==> src/rtl/dp_mc_param_if.sv <==
// Memory-side bus of the multi-cycle datapath: one req/ack transaction at a time,
// with registered address, write data and direction.
interface dp_mc_param_if #(
    parameter int DATA_WIDTH = 32,
    parameter int ADDR_WIDTH = 26
);
    logic                  MEM_REQ;
    logic                  MEM_WE;
    logic [ADDR_WIDTH-1:0] MEM_ADDR;
    logic [DATA_WIDTH-1:0] MEM_WDATA;
    logic                  MEM_ACK;
    logic [DATA_WIDTH-1:0] MEM_RDATA;

    modport master (
        output MEM_REQ, MEM_WE, MEM_ADDR, MEM_WDATA,
        input  MEM_ACK, MEM_RDATA
    );

    modport slave (
        input  MEM_REQ, MEM_WE, MEM_ADDR, MEM_WDATA,
        output MEM_ACK, MEM_RDATA
    );
endinterface

==> src/rtl/dp_mc_param.sv <==
// Parametrised multi-cycle datapath (PC, IR, SP, MDR, register file, ALU) steered by
// per-step control inputs, with a req/ack memory port that stalls the datapath.
//
//   state  | meaning
//   S_IDLE | no transaction pending; control loads and new requests accepted
//   S_WAIT | transaction pending; MEM_REQ/BUSY high, architectural state frozen
module dp_mc_param #(
    parameter int                    DATA_WIDTH = 32,
    parameter int                    REG_COUNT  = 32,
    parameter int                    ADDR_WIDTH = 26,
    parameter logic [DATA_WIDTH-1:0] PC_RESET   = 'h00001000,
    parameter logic [DATA_WIDTH-1:0] SP_RESET   = 'h03FFFFFF
) (
    input  logic                  CLK,
    input  logic                  RST,
    input  logic                  PC_LOAD,
    input  logic [1:0]            PC_SEL,
    input  logic                  IR_LOAD,
    input  logic                  R1_SEL,
    input  logic                  RF_WE,
    input  logic [1:0]            WA_SEL,
    input  logic [1:0]            WD_SEL,
    input  logic                  SP_LOAD,
    input  logic                  OP1_SEL,
    input  logic [2:0]            OP2_SEL,
    input  logic [3:0]            ALU_OP,
    input  logic [1:0]            MA_SEL,
    input  logic                  MD_SEL,
    input  logic                  MEM_RD,
    input  logic                  MEM_WR,
    dp_mc_param_if.master         mem,
    output logic                  BUSY,
    output logic                  DONE,
    output logic                  ZERO,
    output logic [DATA_WIDTH-1:0] PC_OUT,
    output logic [31:0]           IR_OUT
);
    localparam int DW = DATA_WIDTH;
    localparam int AW = ADDR_WIDTH;
    localparam int RW = (REG_COUNT > 1) ? $clog2(REG_COUNT) : 1;
    localparam int SW = $clog2(DATA_WIDTH);
    localparam logic [RW-1:0] LAST_REG = RW'(REG_COUNT - 1);

    typedef enum logic {S_IDLE, S_WAIT} state_t;
    state_t state, state_nxt;

    logic [DW-1:0] pc, sp, mdr;
    logic [31:0]   ir;
    logic [DW-1:0] regs [REG_COUNT];
    logic          done_q;

    logic          stall, start, ack_take;
    logic [RW-1:0] r1_addr, r2_addr, wa;
    logic [DW-1:0] r1_val, r2_val, wd;
    logic [DW-1:0] sext_imm, zext_imm, pc_inc, pc_nxt;
    logic [DW-1:0] op1, op2, alu;
    logic [AW-1:0] ma;
    logic [DW-1:0] md;

    assign stall    = (state == S_WAIT);
    assign start    = !stall && (MEM_RD || MEM_WR);
    assign ack_take = stall && mem.MEM_ACK;

    assign sext_imm = {{(DW-16){ir[15]}}, ir[15:0]};
    assign zext_imm = {{(DW-16){1'b0}}, ir[15:0]};
    assign pc_inc   = pc + 1'b1;

    // Register 0 is hardwired: reads are masked here, writes are dropped below.
    assign r1_addr = R1_SEL ? '0 : ir[21 +: RW];
    assign r2_addr = ir[16 +: RW];
    assign r1_val  = (r1_addr == '0) ? '0 : regs[r1_addr];
    assign r2_val  = (r2_addr == '0) ? '0 : regs[r2_addr];

    always_comb begin
        wa = '0;
        case (WA_SEL)
            2'd0:    wa = ir[16 +: RW];
            2'd1:    wa = ir[11 +: RW];
            2'd2:    wa = LAST_REG;
            default: wa = '0;
        endcase
    end

    always_comb begin
        op1 = OP1_SEL ? sp : r1_val;
        op2 = '0;
        case (OP2_SEL)
            3'd0:    op2 = r2_val;
            3'd1:    op2 = sext_imm;
            3'd2:    op2 = zext_imm;
            3'd3:    op2 = {{(DW-5){1'b0}}, ir[10:6]};
            3'd4:    op2 = {{(DW-1){1'b0}}, 1'b1};
            default: op2 = '0;
        endcase
    end

    always_comb begin
        alu = '0;
        case (ALU_OP)
            4'd0:    alu = op1 + op2;
            4'd1:    alu = op1 - op2;
            4'd2:    alu = op1 & op2;
            4'd3:    alu = op1 | op2;
            4'd4:    alu = ~(op1 | op2);
            4'd5:    alu = op1 << op2[SW-1:0];
            4'd6:    alu = op1 >> op2[SW-1:0];
            4'd7:    alu = {{(DW-1){1'b0}}, ($signed(op1) < $signed(op2))};
            default: alu = '0;
        endcase
    end

    assign ZERO = (alu == '0);

    always_comb begin
        wd = '0;
        case (WD_SEL)
            2'd0:    wd = alu;
            2'd1:    wd = mdr;
            2'd2:    wd = {ir[15:0], {(DW-16){1'b0}}};
            default: wd = pc_inc;
        endcase
    end

    always_comb begin
        pc_nxt = pc_inc;
        case (PC_SEL)
            2'd0:    pc_nxt = pc_inc;
            2'd1:    pc_nxt = pc_inc + sext_imm;
            2'd2:    pc_nxt = r1_val;
            default: pc_nxt = {{(DW-26){1'b0}}, ir[25:0]};
        endcase
    end

    // Address is truncated per source so unused upper bits never enter the mux.
    always_comb begin
        ma = '0;
        case (MA_SEL)
            2'd0:    ma = alu[AW-1:0];
            2'd1:    ma = sp[AW-1:0];
            2'd2:    ma = pc[AW-1:0];
            default: ma = '0;
        endcase
        md = MD_SEL ? r1_val : r2_val;
    end

    always_ff @(posedge CLK) begin
        if (RST) state <= S_IDLE;
        else     state <= state_nxt;
    end

    always_comb begin
        state_nxt = state;
        case (state)
            S_IDLE:  if (MEM_RD || MEM_WR) state_nxt = S_WAIT;
            S_WAIT:  if (mem.MEM_ACK)      state_nxt = S_IDLE;
            default: state_nxt = S_IDLE;
        endcase
    end

    always_ff @(posedge CLK) begin
        if (RST) begin
            pc            <= PC_RESET;
            sp            <= SP_RESET;
            ir            <= '0;
            mdr           <= '0;
            done_q        <= 1'b0;
            mem.MEM_WE    <= 1'b0;
            mem.MEM_ADDR  <= '0;
            mem.MEM_WDATA <= '0;
        end else begin
            if (!stall) begin
                if (PC_LOAD) pc <= pc_nxt;
                if (SP_LOAD) sp <= alu;
                if (IR_LOAD) ir <= mdr[31:0];
            end
            // Request fields capture pre-edge values, alongside any same-edge loads.
            if (start) begin
                mem.MEM_ADDR  <= ma;
                mem.MEM_WDATA <= md;
                mem.MEM_WE    <= MEM_WR;
            end
            if (ack_take && !mem.MEM_WE) mdr <= mem.MEM_RDATA;
            done_q <= ack_take;
        end
    end

    always_ff @(posedge CLK) begin
        if (RST) begin
            for (int i = 0; i < REG_COUNT; i++) regs[i] <= '0;
        end else if (RF_WE && !stall && wa != '0) begin
            regs[wa] <= wd;
        end
    end

    assign mem.MEM_REQ = stall;
    assign BUSY        = stall;
    assign DONE        = done_q;
    assign PC_OUT      = pc;
    assign IR_OUT      = ir;
endmodule

==> src/flat_wrapper.sv <==
// flat-port wrapper written by rule: the top's interface ports become plain ports
module dp_mc_param_flat 
#(
    parameter int                    DATA_WIDTH = 32,
    parameter int                    REG_COUNT  = 32,
    parameter int                    ADDR_WIDTH = 26,
    parameter logic [DATA_WIDTH-1:0] PC_RESET   = 'h00001000,
    parameter logic [DATA_WIDTH-1:0] SP_RESET   = 'h03FFFFFF
)
  (CLK, RST, PC_LOAD, PC_SEL, IR_LOAD, R1_SEL, RF_WE, WA_SEL, WD_SEL, SP_LOAD, OP1_SEL, OP2_SEL, ALU_OP, MA_SEL, MD_SEL, MEM_RD, MEM_WR, BUSY, DONE, ZERO, PC_OUT, IR_OUT, mem_MEM_REQ, mem_MEM_WE, mem_MEM_ADDR, mem_MEM_WDATA, mem_MEM_ACK, mem_MEM_RDATA);
  dp_mc_param_if #(.DATA_WIDTH(DATA_WIDTH), .ADDR_WIDTH(ADDR_WIDTH)) mem_i ();
  input  logic CLK;
  input  logic RST;
  input  logic PC_LOAD;
  input  logic [1:0] PC_SEL;
  input  logic IR_LOAD;
  input  logic R1_SEL;
  input  logic RF_WE;
  input  logic [1:0] WA_SEL;
  input  logic [1:0] WD_SEL;
  input  logic SP_LOAD;
  input  logic OP1_SEL;
  input  logic [2:0] OP2_SEL;
  input  logic [3:0] ALU_OP;
  input  logic [1:0] MA_SEL;
  input  logic MD_SEL;
  input  logic MEM_RD;
  input  logic MEM_WR;
  output logic BUSY;
  output logic DONE;
  output logic ZERO;
  output logic [DATA_WIDTH-1:0] PC_OUT;
  output logic [31:0] IR_OUT;
  output wire logic [$bits(mem_i.MEM_REQ)-1:0] mem_MEM_REQ;
  output wire logic [$bits(mem_i.MEM_WE)-1:0] mem_MEM_WE;
  output wire logic [$bits(mem_i.MEM_ADDR)-1:0] mem_MEM_ADDR;
  output wire logic [$bits(mem_i.MEM_WDATA)-1:0] mem_MEM_WDATA;
  input wire logic [$bits(mem_i.MEM_ACK)-1:0] mem_MEM_ACK;
  input wire logic [$bits(mem_i.MEM_RDATA)-1:0] mem_MEM_RDATA;
  assign mem_MEM_REQ = mem_i.MEM_REQ;
  assign mem_MEM_WE = mem_i.MEM_WE;
  assign mem_MEM_ADDR = mem_i.MEM_ADDR;
  assign mem_MEM_WDATA = mem_i.MEM_WDATA;
  assign mem_i.MEM_ACK = mem_MEM_ACK;
  assign mem_i.MEM_RDATA = mem_MEM_RDATA;
  dp_mc_param #(.DATA_WIDTH(DATA_WIDTH), .REG_COUNT(REG_COUNT), .ADDR_WIDTH(ADDR_WIDTH), .PC_RESET(PC_RESET), .SP_RESET(SP_RESET)) u_core (.CLK(CLK), .RST(RST), .PC_LOAD(PC_LOAD), .PC_SEL(PC_SEL), .IR_LOAD(IR_LOAD), .R1_SEL(R1_SEL), .RF_WE(RF_WE), .WA_SEL(WA_SEL), .WD_SEL(WD_SEL), .SP_LOAD(SP_LOAD), .OP1_SEL(OP1_SEL), .OP2_SEL(OP2_SEL), .ALU_OP(ALU_OP), .MA_SEL(MA_SEL), .MD_SEL(MD_SEL), .MEM_RD(MEM_RD), .MEM_WR(MEM_WR), .mem(mem_i), .BUSY(BUSY), .DONE(DONE), .ZERO(ZERO), .PC_OUT(PC_OUT), .IR_OUT(IR_OUT));
endmodule
==> config.mk <==
export PLATFORM = sky130hd
export DESIGN_NAME = dp_mc_param_flat
export DESIGN_NICKNAME = d
export VERILOG_FILES = /design/src/rtl/dp_mc_param_if.sv /design/src/rtl/dp_mc_param.sv /design/src/flat_wrapper.sv
export SDC_FILE = /design/constraint.sdc
export NUM_CORES = 2
export LEC_CHECK = 0
export CORE_MARGIN = 2
export CORE_UTILIZATION = 34
export DETAILED_ROUTE_END_ITERATION = 10
export GPL_TIMING_DRIVEN = 0
export PLACE_DENSITY = 0.55
export SLEW_MARGIN = 20
export SYNTH_ARGS = -nofsm -noshare
export SYNTH_HDL_FRONTEND = slang
export SYNTH_SLANG_ARGS = --single-unit
==> constraint.sdc <==
create_clock -name CLK -period 21.4 [get_ports CLK]
set_clock_uncertainty 0.2 [all_clocks]
set_input_delay 4.28 -clock CLK [delete_from_list [all_inputs] [get_ports CLK]]
set_output_delay 4.28 -clock CLK [all_outputs]
set_load 0.01 [all_outputs]
==> qor.yml <==
critical_path:
  critPathSlowestCell: "a2111oi_0"
  critical_path.n_buffers_inverters: 7
  crit_path_max_fanout: 12
  reg2reg_setup_slack_ns: 8.52
  worst_r2r_endpoint: "u_core.regs[8][0]$_SDFFCE_PN0P_"
  arrival_ns: 16.71
  timing.critical_path.to_type: "output port"
  worst_setup_path_start_kind: "input pin"
  worstPathRequired_ns: 16.92
  crit_family: "compound AO/OA/AOI/OAI gates"
  reg2reg_depth: 29
  worst_path_largest_cell_delay_ns: 1.08
  timing_worst_setup_path_type: "input pin to output port"
yosys:
  synth.distinct_cells: 96
  synth-async-reset-ratio_pct: 0
  synthesis.yosys.warnings: 0
  synthCells: 6868
  syn_area_per_cell_um2: 10.7
  postSynthRegisterBits: 1218
  yosysSeqAreaShare_pct: 46.9
  synth_edf_count: 1024
  synth_area_um2: 73800
  postSynth.topFlopCell: "edfxtp_1"
grt:
  wire_length_of_the_first_global_routing_pass_mm: 590
  first_global_vias: 64082
  grt_util_all_layers_pct: 39.7
  grt_start_max_net_pins: 33
  antenna_found_initial: 53
  gr-total-overflow: 0
cts:
  tritoncts: "done"
  clk_latency_ns: 0.85
  htreeDepth: 4
  cts_buffers: 142
  total_clock_sinks: 1218
  ctsResizeCount: 0
  worst_setup_hold_path_clk_slew_ns: 0.06
  clk_root_buffer_cell: "clkbuf_16"
  cts_max_path_buffers: 3
  cts_post_setup_buffers_inserted: 0
  holdBufCountCts: 0
power:
  ir_worst_vdd_mv: 0.0934
  design_power_total_w: 0.00609
  power.density_nw_per_um2: 70.7
  power_leakage_nw: 28.9
routing:
  dr_vias: 68913
  ant_nets: 0
  first_pass_iters: 9
  drc: 0
  drt-total-wl_mm: 453
  routed_via_density: 6.69
  drt-initial-drc-count: 12015
  wire_per_inst_um: 44.0
sta:
  rsz0062_at_grt: "false"
  setup_tns_ns: 0
  timing_max_transition_violations_final: 0
  slew_headroom_pct: 6.83
  post-route-min-period_ns: 21.19
  timing.final.crit_share_pct: 99.0
  clock.fmax_ghz: 0.0472
  worst-slew-pin-transition_ns: 1.36
  finalSetupViolations: 0
  finalHoldViolCount: 0
placed_design:
  gp_routability_congestion: 1.03
  hpwlAfterDp_mm: 338
  place.port_buffers: 174
min_path:
  min_path_cells: 2
  min_to: "u_core.IR_OUT[27]$_SDFFE_PP0P_"
  timing.hold.worst.class: "flop to flop"
  startpoint_of_the_lowest_slack_hold_path: "u_core.IR_OUT[27]$_SDFFE_PP0P_"
floorplan:
  die_width_um: 470
  start_util_pct: 34.3
  placeableCoreArea_um2: 215000
  die_h_um: 470
  die_area_um2: 221000
  std_cell_rows: 170
  design.portCount: 186
final_layout:
  final_layout_size_suffix_gt1_share_pct: 16.5
  area_growth_syn_to_layout_pct: 16.8
  number_of_nets_in_the_finished_design: 7508
  n_fill_cell: 20890
  sequential_cell_area_um2: 34600
  multi_input_comb_area_um2: 36700
outcome:
  outcome: "completed"
run:
  max-cap-violations: 0
-- sequential cells by signal, summed over array words and instances (netlist names), named ones only --
| name | cells |
|---|---|
| u_core.mem.MEM_ADDR | 26 |
| u_core.PC_OUT | 32 |
| u_core.sp | 32 |
| u_core.mdr | 32 |
| u_core.IR_OUT | 32 |
| u_core.BUSY | 1 |
| u_core.mem.MEM_WE | 1 |
| u_core.mem.MEM_WDATA | 32 |
| u_core.DONE | 1 |
| u_core.regs | 1024 |
-- synthesized netlist by cell type, types with 27 or more instances --
cell type | count | area (µm²)
dfxtp_1 | 194 | 3880
xor2_1 | 28 | 245
mux4_2 | 387 | 8720
or2_2 | 58 | 363
o221ai_1 | 62 | 543
a21oi_1 | 358 | 1790
nand2_1 | 466 | 1750
mux2_2 | 63 | 709
o21ai_0 | 138 | 691
nand2b_1 | 69 | 432
a22oi_1 | 79 | 593
buf_2 | 125 | 626
nor3_1 | 91 | 455
nor2_1 | 1396 | 5240
nand3_1 | 61 | 305
xnor2_1 | 57 | 499
a2111oi_0 | 34 | 298
mux2i_1 | 463 | 4630
inv_1 | 183 | 687
ha_1 | 134 | 1680
o211ai_1 | 75 | 563
clkbuf_1 | 425 | 1600
a221oi_1 | 53 | 464
nor3b_1 | 30 | 225
edfxtp_1 | 1024 | 30700
a211oi_1 | 112 | 841
buf_1 | 57 | 214
o22ai_1 | 92 | 576
nand3b_1 | 36 | 270
a2bb2oi_1 | 37 | 324
buf_4 | 27 | 203
a221o_1 | 33 | 330
-- layout by cell type, fill, tap and decap left out, types with 30 or more instances in the layout --
| master | n |
|---|---|
| a211oi_1 | 103 |
| a21oi_1 | 339 |
| a221o_1 | 33 |
| a221oi_1 | 53 |
| a22oi_1 | 77 |
| a2bb2oi_1 | 37 |
| buf_1 | 30 |
| buf_2 | 159 |
| buf_4 | 52 |
| clkbuf_1 | 390 |
| clkbuf_16 | 144 |
| clkbuf_2 | 65 |
| clkdlybuf4s50_1 | 174 |
| clkinv_1 | 36 |
| conb_1 | 32 |
| dfxtp_1 | 194 |
| diode_2 | 32 |
| edfxtp_1 | 1024 |
| ha_1 | 134 |
| inv_1 | 183 |
| mux2_2 | 63 |
| mux2i_1 | 453 |
| mux4_2 | 387 |
| nand2_1 | 435 |
| nand2b_1 | 69 |
| nand3_1 | 61 |
| nand3b_1 | 36 |
| nor2_1 | 1393 |
| nor3_1 | 83 |
| o211ai_1 | 75 |
| o21ai_0 | 137 |
| o221ai_1 | 61 |
| o22ai_1 | 81 |
| or2_2 | 58 |
| xnor2_1 | 57 |
-- how the worst max path moves through the flow --
stage | start | end | slack (ns) | cells after the start
final | R1_SEL | ZERO | 0.21 | 28
after global routing | R1_SEL | ZERO | 0.64 | 28
after CTS | R1_SEL | ZERO | 0.99 | 28
after detailed placement | R1_SEL | ZERO | 1.02 | 28
after global placement | R1_SEL | ZERO | -2.55 | 29
after floorplan | R1_SEL | ZERO | 6.72 | 25
-- routing by layer --
layer	vias to the layer above	track usage, %	share of wire, %
li1	26475	-	-
met1	34802	47.6	35
met2	5949	57.1	41
met3	1643	15.5	14
met4	44	30.6	9.6
met5	-	0.389	0.12
-- per-stage QoR --
stage                     hold slack [ns]  instance area [µm²]  utilization [%]  std cells  worst slack (ns)
after floorplan                     0.242                73900                -       6899              6.72
after global placement              0.249                79200             36.8       9911             -2.55
after detailed placement            0.255                81500             37.9      10003              1.02
after CTS                           0.265                86000             40.0      10261             0.985
after global routing                0.283                86100             40.0      10269             0.645
final                               0.259                86200             40.1      10296             0.212
-- where the power goes --
group	switching, W	internal [W]
clock network	0.00112	0.00131
logic	0.000650	0.000277
registers	0.0000736	0.00266
total	0.00184	0.00425
-- tightest hold or removal path: cells and delay by family, from the launching register on --
family	cells	cell delay [ns]
flip-flops	1	0.31
AND/OR/NAND/NOR	1	0.05
AO/OA/AOI/OAI	1	0.05
-- cell families (layout without fill, tap and decap cells) --
| logic type | after synthesis | in the layout | share of synthesized area [%] |
|---|---|---|---|
| AO/OA/AOI/OAI | 1317 | 1317 | 12.3 |
| other | 1 | 64 | 0.00508 |
| AND/OR/NAND/NOR | 2362 | 2362 | 13.7 |
| buffers and inverters | 835 | 1362 | 4.65 |
| flip-flops | 1218 | 1218 | 46.9 |
| XOR/XNOR | 85 | 85 | 1.01 |
| multiplexers | 913 | 913 | 19.1 |
| adder cells (fa/ha/maj) | 137 | 137 | 2.35 |
-- cell type report --
cell class	instances	area share, %
multi-input combinational	4846	42.6
sequential	1218	40.2
clock buffer	177	4.37
tap	2838	4.12
timing repair buffer	269	3.72
buffer	639	3.27
inverter	196	0.854
clock inverter	81	0.809
antenna	32	0.0929
(Power assumes the default switching activity.)
